**config.mk**
```make
export PLATFORM = sky130hd
export DESIGN_NAME = inst_cache
export DESIGN_NICKNAME = d
export VERILOG_FILES = /design/src/rtl/inst_cache.sv
export SDC_FILE = /design/constraint.sdc
export NUM_CORES = 2
export LEC_CHECK = 0
export CAP_MARGIN = 30
export CELL_PAD_IN_SITES_DETAIL_PLACEMENT = 0
export CELL_PAD_IN_SITES_GLOBAL_PLACEMENT = 1
export CORE_ASPECT_RATIO = 0.8
export CORE_MARGIN = 10
export CORE_UTILIZATION = 50
export CTS_CLUSTER_DIAMETER = 150
export DETAILED_ROUTE_END_ITERATION = 10
export PLACE_DENSITY_LB_ADDON = 0.08
export RECOVER_POWER = 100
export SLEW_MARGIN = 20
export SYNTH_ARGS = -nofsm -noshare
export SYNTH_HDL_FRONTEND = slang
export SYNTH_SLANG_ARGS = --single-unit
```
**constraint.sdc**
```tcl
create_clock -name clock -period 7.55 [get_ports clock]
set_input_delay 1.51 -clock clock [delete_from_list [all_inputs] [get_ports clock]]
set_output_delay 1.51 -clock clock [all_outputs]
set_load 0.05 [all_outputs]
```
**src/rtl/inst_cache.sv**
```systemverilog
// Direct-mapped, read-only instruction cache between the memory controller
// instruction port and the instruction ROM. Hits complete after one busy
// cycle; misses refill a whole line word by word over the ROM enable/busy
// handshake and then complete as a hit.
// Optional feature: define INST_CACHE_FLUSH_EN to add a `flush` input that
// invalidates every line (FENCE.I support).
module inst_cache #(
  parameter int ADDR_SIZE  = 32,
  parameter int LINE_WORDS = 4,
  parameter int LINES      = 16
) (
  input  logic                 clock,
  input  logic                 reset,
`ifdef INST_CACHE_FLUSH_EN
  input  logic                 flush,
`endif
  input  logic                 inst_cache_enable,
  input  logic [ADDR_SIZE-1:0] inst_cache_addr,
  output logic [31:0]          inst_cache_data,
  output logic                 inst_cache_busy,
  output logic                 rom_enable,
  output logic [ADDR_SIZE-1:0] rom_addr,
  input  logic [31:0]          rom_data,
  input  logic                 rom_busy
);

  localparam int WORD_BITS   = $clog2(LINE_WORDS);
  localparam int OFFSET_BITS = WORD_BITS + 2;
  localparam int INDEX_BITS  = $clog2(LINES);
  localparam int TAG_BITS    = ADDR_SIZE - OFFSET_BITS - INDEX_BITS;
  localparam logic [WORD_BITS-1:0] LAST_WORD = WORD_BITS'(LINE_WORDS - 1);

  localparam logic [2:0] S_IDLE   = 3'd0;
  localparam logic [2:0] S_LOOKUP = 3'd1;
  localparam logic [2:0] S_REQ    = 3'd2;
  localparam logic [2:0] S_WAIT   = 3'd3;
  localparam logic [2:0] S_GAP    = 3'd4;
  localparam logic [2:0] S_DONE   = 3'd5;

  logic [2:0]            state;
  logic [TAG_BITS-1:0]   tag_q;
  logic [INDEX_BITS-1:0] index_q;
  logic [WORD_BITS-1:0]  word_q;
  logic [WORD_BITS-1:0]  counter;
  logic                  seen_busy;
  logic [LINES-1:0]      valid;
  logic                  hit;
`ifdef INST_CACHE_FLUSH_EN
  logic                  flush_pending;
`endif

  logic [TAG_BITS-1:0]   tag_mem  [LINES];
  logic [31:0]           data_mem [LINES*LINE_WORDS];

  // The byte-within-word bits never select anything in a word-wide cache.
  logic unused_addr_bits;
  assign unused_addr_bits = ^inst_cache_addr[1:0];

  assign hit             = valid[index_q] && (tag_mem[index_q] == tag_q);
  assign inst_cache_busy = (state != S_IDLE) && (state != S_DONE);
  assign rom_enable      = (state == S_REQ) || (state == S_WAIT);
  assign rom_addr        = {tag_q, index_q, counter, 2'b00};

  // Control FSM: request latch, lookup, line refill sequencing and valid bits.
  always_ff @(posedge clock) begin
    if (reset) begin
      state           <= S_IDLE;
      tag_q           <= '0;
      index_q         <= '0;
      word_q          <= '0;
      counter         <= '0;
      seen_busy       <= 1'b0;
      inst_cache_data <= '0;
      valid           <= '0;
`ifdef INST_CACHE_FLUSH_EN
      flush_pending   <= 1'b0;
`endif
    end else begin
      case (state)
        S_IDLE: begin
          if (inst_cache_enable) begin
            tag_q   <= inst_cache_addr[ADDR_SIZE-1 -: TAG_BITS];
            index_q <= inst_cache_addr[OFFSET_BITS +: INDEX_BITS];
            word_q  <= inst_cache_addr[2 +: WORD_BITS];
            state   <= S_LOOKUP;
          end
        end
        S_LOOKUP: begin
          if (hit) begin
            inst_cache_data <= data_mem[{index_q, word_q}];
            state           <= S_DONE;
          end else begin
            counter <= '0;
            state   <= S_REQ;
          end
        end
        S_REQ: begin
          seen_busy <= 1'b0;
          state     <= S_WAIT;
        end
        S_WAIT: begin
          if (rom_busy) begin
            seen_busy <= 1'b1;
          end else if (seen_busy) begin
            state <= S_GAP;
          end
        end
        S_GAP: begin
          if (counter == LAST_WORD) begin
            valid[index_q] <= 1'b1;
            state          <= S_LOOKUP;
          end else begin
            counter <= counter + WORD_BITS'(1);
            state   <= S_REQ;
          end
        end
        S_DONE: begin
          if (!inst_cache_enable) begin
            state <= S_IDLE;
          end
        end
        default: state <= S_IDLE;
      endcase
`ifdef INST_CACHE_FLUSH_EN
      if (state == S_IDLE || state == S_DONE) begin
        if (flush) begin
          valid <= '0;
        end
      end else if (state == S_LOOKUP && hit) begin
        if (flush || flush_pending) begin
          valid <= '0;
        end
        flush_pending <= 1'b0;
      end else if (flush) begin
        flush_pending <= 1'b1;
      end
`endif
    end
  end

  // Line storage: ROM words land as they arrive, the tag when the line completes.
  always_ff @(posedge clock) begin
    if (state == S_WAIT && !rom_busy && seen_busy) begin
      data_mem[{index_q, counter}] <= rom_data;
    end
    if (state == S_GAP && counter == LAST_WORD) begin
      tag_mem[index_q] <= tag_q;
    end
  end

endmodule

```
==> results.toml <==
[layout]
area_delta_synth_final_pct = 12.80
layout-drive-gt1-share_pct = 25.41
finalNonFillerCells = 7284
final_nets = 4586
final_area_um2 = 108900

[detailed_routing]
drc = 0
dr.pass1.iters = 5
vias_per_cell = 6.204
vias = 45190
ant_nets = 0
routed_wirelength_um = 246800
initialDrtViolationCount = 5198
wl_per_cell_um = 33.88

[status]
status = "complete, but fails checks"
violations = "max-capacitance violations, max-slew violations"

[floorplanning]
die_height_um = 413.0
die_area_um2 = 211100
die_width_um = 511.2
core.rowCount = 144
io_pins = 134
initial_core_util_pct = 50.21
coreArea_um2 = 192200

[hold_path]
hold_class = "flip-flop to flip-flop"
hold_start = "valid[10]"

[logic_synthesis]
ys_warn_count = 0
synth_top_area_share_pct = 75.67
synth_common_cells = "edfxtp_1 (2432), mux4_2 (721), nor2_1 (160)"
synth_area_um2 = 96520
yosys.cell_count.top_type = "edfxtp_1"
synth_area_leaders = "edfxtp_1 (76%), mux4_2 (17%), dfxtp_1 (1.8%)"
synth_edf_count = 2432
ys.flop_type = "edfxtp_1"
synth_top_family_by_area = "multiplexers"
synthAdderAreaFrac_pct = 0.01296
synthMuxAreaShare_pct = 18.05
synth_area_per_cell_um2 = 23.00
synth.largest_area_cell = "edfxtp_1"
synth_compound_area_share_pct = 1.300
netlist_instances = 4197
synth_cell_type_count = 76
seq_area_frac_synth_pct = 77.49
ys_ff_latch = 2520
yosys.area_share.simple_pct = 1.915
synthArstFlopShare_pct = 0
synthXorXnorAreaFrac_pct = 0.2087

[clock_tree]
cts_resized = 0
clk_pin_slew_ns = 0.07
cts.sinks = 2520
cts_setup_buffers = 0
holdBufCountCts = 0
root_buffer = "clkbuf_16"
clk_path_buf_depth = 3
h-tree-depth = 4
clkLatencyLatePin_ns = 0.87
cts_buffers = 235
cts_tree = "done"

[worst_setup_path]
r2r_start = "index_q[0]"
critical_path_class = "input port to flip-flop"
crit_start = "rom_busy"
cp-end-kind = "flip-flop"
critical_path_arrival_ns = 6.92
setup.worst_path.start_class = "input port"
worstPathRequired_ns = 7.98
cp_max_fo = 15

[timing]
rsz0062_at_grt = "no"
slew-limit-headroom_pct = -140.0
timing.hold.ws_ns = 0.4696
timing.fmax_ghz = 0.1541
tightest_slew_ns = 3.599
finalCritPeriodShare_pct = 85.95
worst_slack_ns = 1.061
skew_ns = 0.04487
layout_min_cycle_time_ns = 6.489
fin_tns_setup_ns = 0
final-hold-violation-count = 0
final-setup-viol-count = 0
drv_slew = 3218

[power]
leakage_nw = 32.83
p_comb_share_pct = 7.4
swShare_pct = 22.28
ir_drop_v = 0.0002090
pwr-share-clk_pct = 39.8
p_switching_w = 0.006541
p_seq_share_pct = 52.8
p_per_area_nw_per_um2 = 269.7
p_int_w = 0.02282

[grt]
grt_pass1_vias = 45360
grt_usage_pct = 23.25
grt_pass1_wl_um = 350200
grt_max_degree = 138
antenna_found_initial = 14
grt-ovfl-total = 0

[place]
place_congestion = 0.7709
place_area_um2 = 102500
place_ws_ns = 1.795
dpl.cell_count = 6833
numPortBuffers = 129
detailed_place_hpwl_um = 144400

[flow_run]
maxCapViolCount = 121
cells in the final DEF, fill, tap and decap left out, types with 10 or more instances in the layout:
cell type        instances
bufinv_16               18
clkinv_2                45
nor3_1                  13
clkdlybuf4s50_1         31
nor2_4                  20
buf_4                   41
buf_12                  25
clkinv_1                52
a22oi_1                 16
clkbuf_1               184
edfxtp_1              2432
nor2_1                 140
dfxtp_1                 79
nand2_1                128
a22o_1                  10
nand2b_1                10
clkbuf_16              239
mux2i_1                 88
mux4_2                 721
a21oi_1                 58
mux2_2                  26
clkbuf_8                13
dlygate4sd3_1           65
o21ai_0                 13
nand3_1                 18
a221oi_1                10
xnor2_1                 12
nor2b_1                 21
xor2_1                  11
sequential cells by signal (all words and copies together) (netlist names), named ones only:
register         flops
state                3
word_q               2
seen_busy            1
valid               16
inst_cache_data     32
index_q              4
counter              2
tag_mem            384
data_mem          2048
tag_q               24
final timing paths:
| path | endpoint | slack (ns) | cells past startpoint |
|---|---|---|---|
| max reg2reg | data_mem[9][10] | 1.26 | 5 |
| min reg2reg | valid[10] | 0.47 | 2 |
| min | valid[10] | 0.47 | 2 |
| max | data_mem[0][28] | 1.06 | 7 |
critical path, stage by stage:
cell and delay, ns:
dlygate4sd3_1 0.60, nor2b_1 0.27, nand2_1 0.19, nor3_1 0.75, nand2_1 0.55, nor2_1 1.89, clkbuf_1 1.12
cell families (layout without fill, tap and decap cells):
group,Yosys count,count (layout)
buffers and inverters,231,756
DFF,2520,2520
AOI/OAI and AO/OA,179,179
adders and majority gates,1,1
muxes,836,836
and+or+nand+nor,406,406
xor gates and xnor gates,23,23
other,1,8
layer usage:
metal  up-vias  track usage, %  share of wire (%)
li1      18530               -                  -
met1     24670           34.49                 43
met2      1638           36.14                 47
met3       337           4.088                6.7
met4        10           6.213                2.9
met5         -               0              0.028
per-stage QoR:
stage	utilization [%]	power, W
2_1_floorplan	-	0.01707
3_3_place_gp	53.05	0.01801
3_5_place_dp	53.30	0.01805
4_1_cts	57.24	0.02964
5_1_grt	56.62	0.03027
6_report	56.63	0.02936
power groups by stage:
stage / registers [W] / clock network, W / logic, W
floorplan: 0.0158 / 0 / 0.00132
global placement: 0.0158 / 0 / 0.00221
detailed placement: 0.0158 / 0 / 0.00225
CTS: 0.0155 / 0.0119 / 0.00226
global route: 0.0155 / 0.0125 / 0.00229
finish: 0.0155 / 0.0117 / 0.00217
final cells by class:
type                       instances  area, um^2
fill                           14250       83380
sequential                      2520       74820
multi-input combinational       1447       20880
clock buffer                     307        6366
tap                             2555        3197
timing repair buffer             303        2323
clock inverter                   136        1216
inverter                          10       45.04
antenna                            6       15.01
No activity file was read; power rests on OpenSTA's default activity.
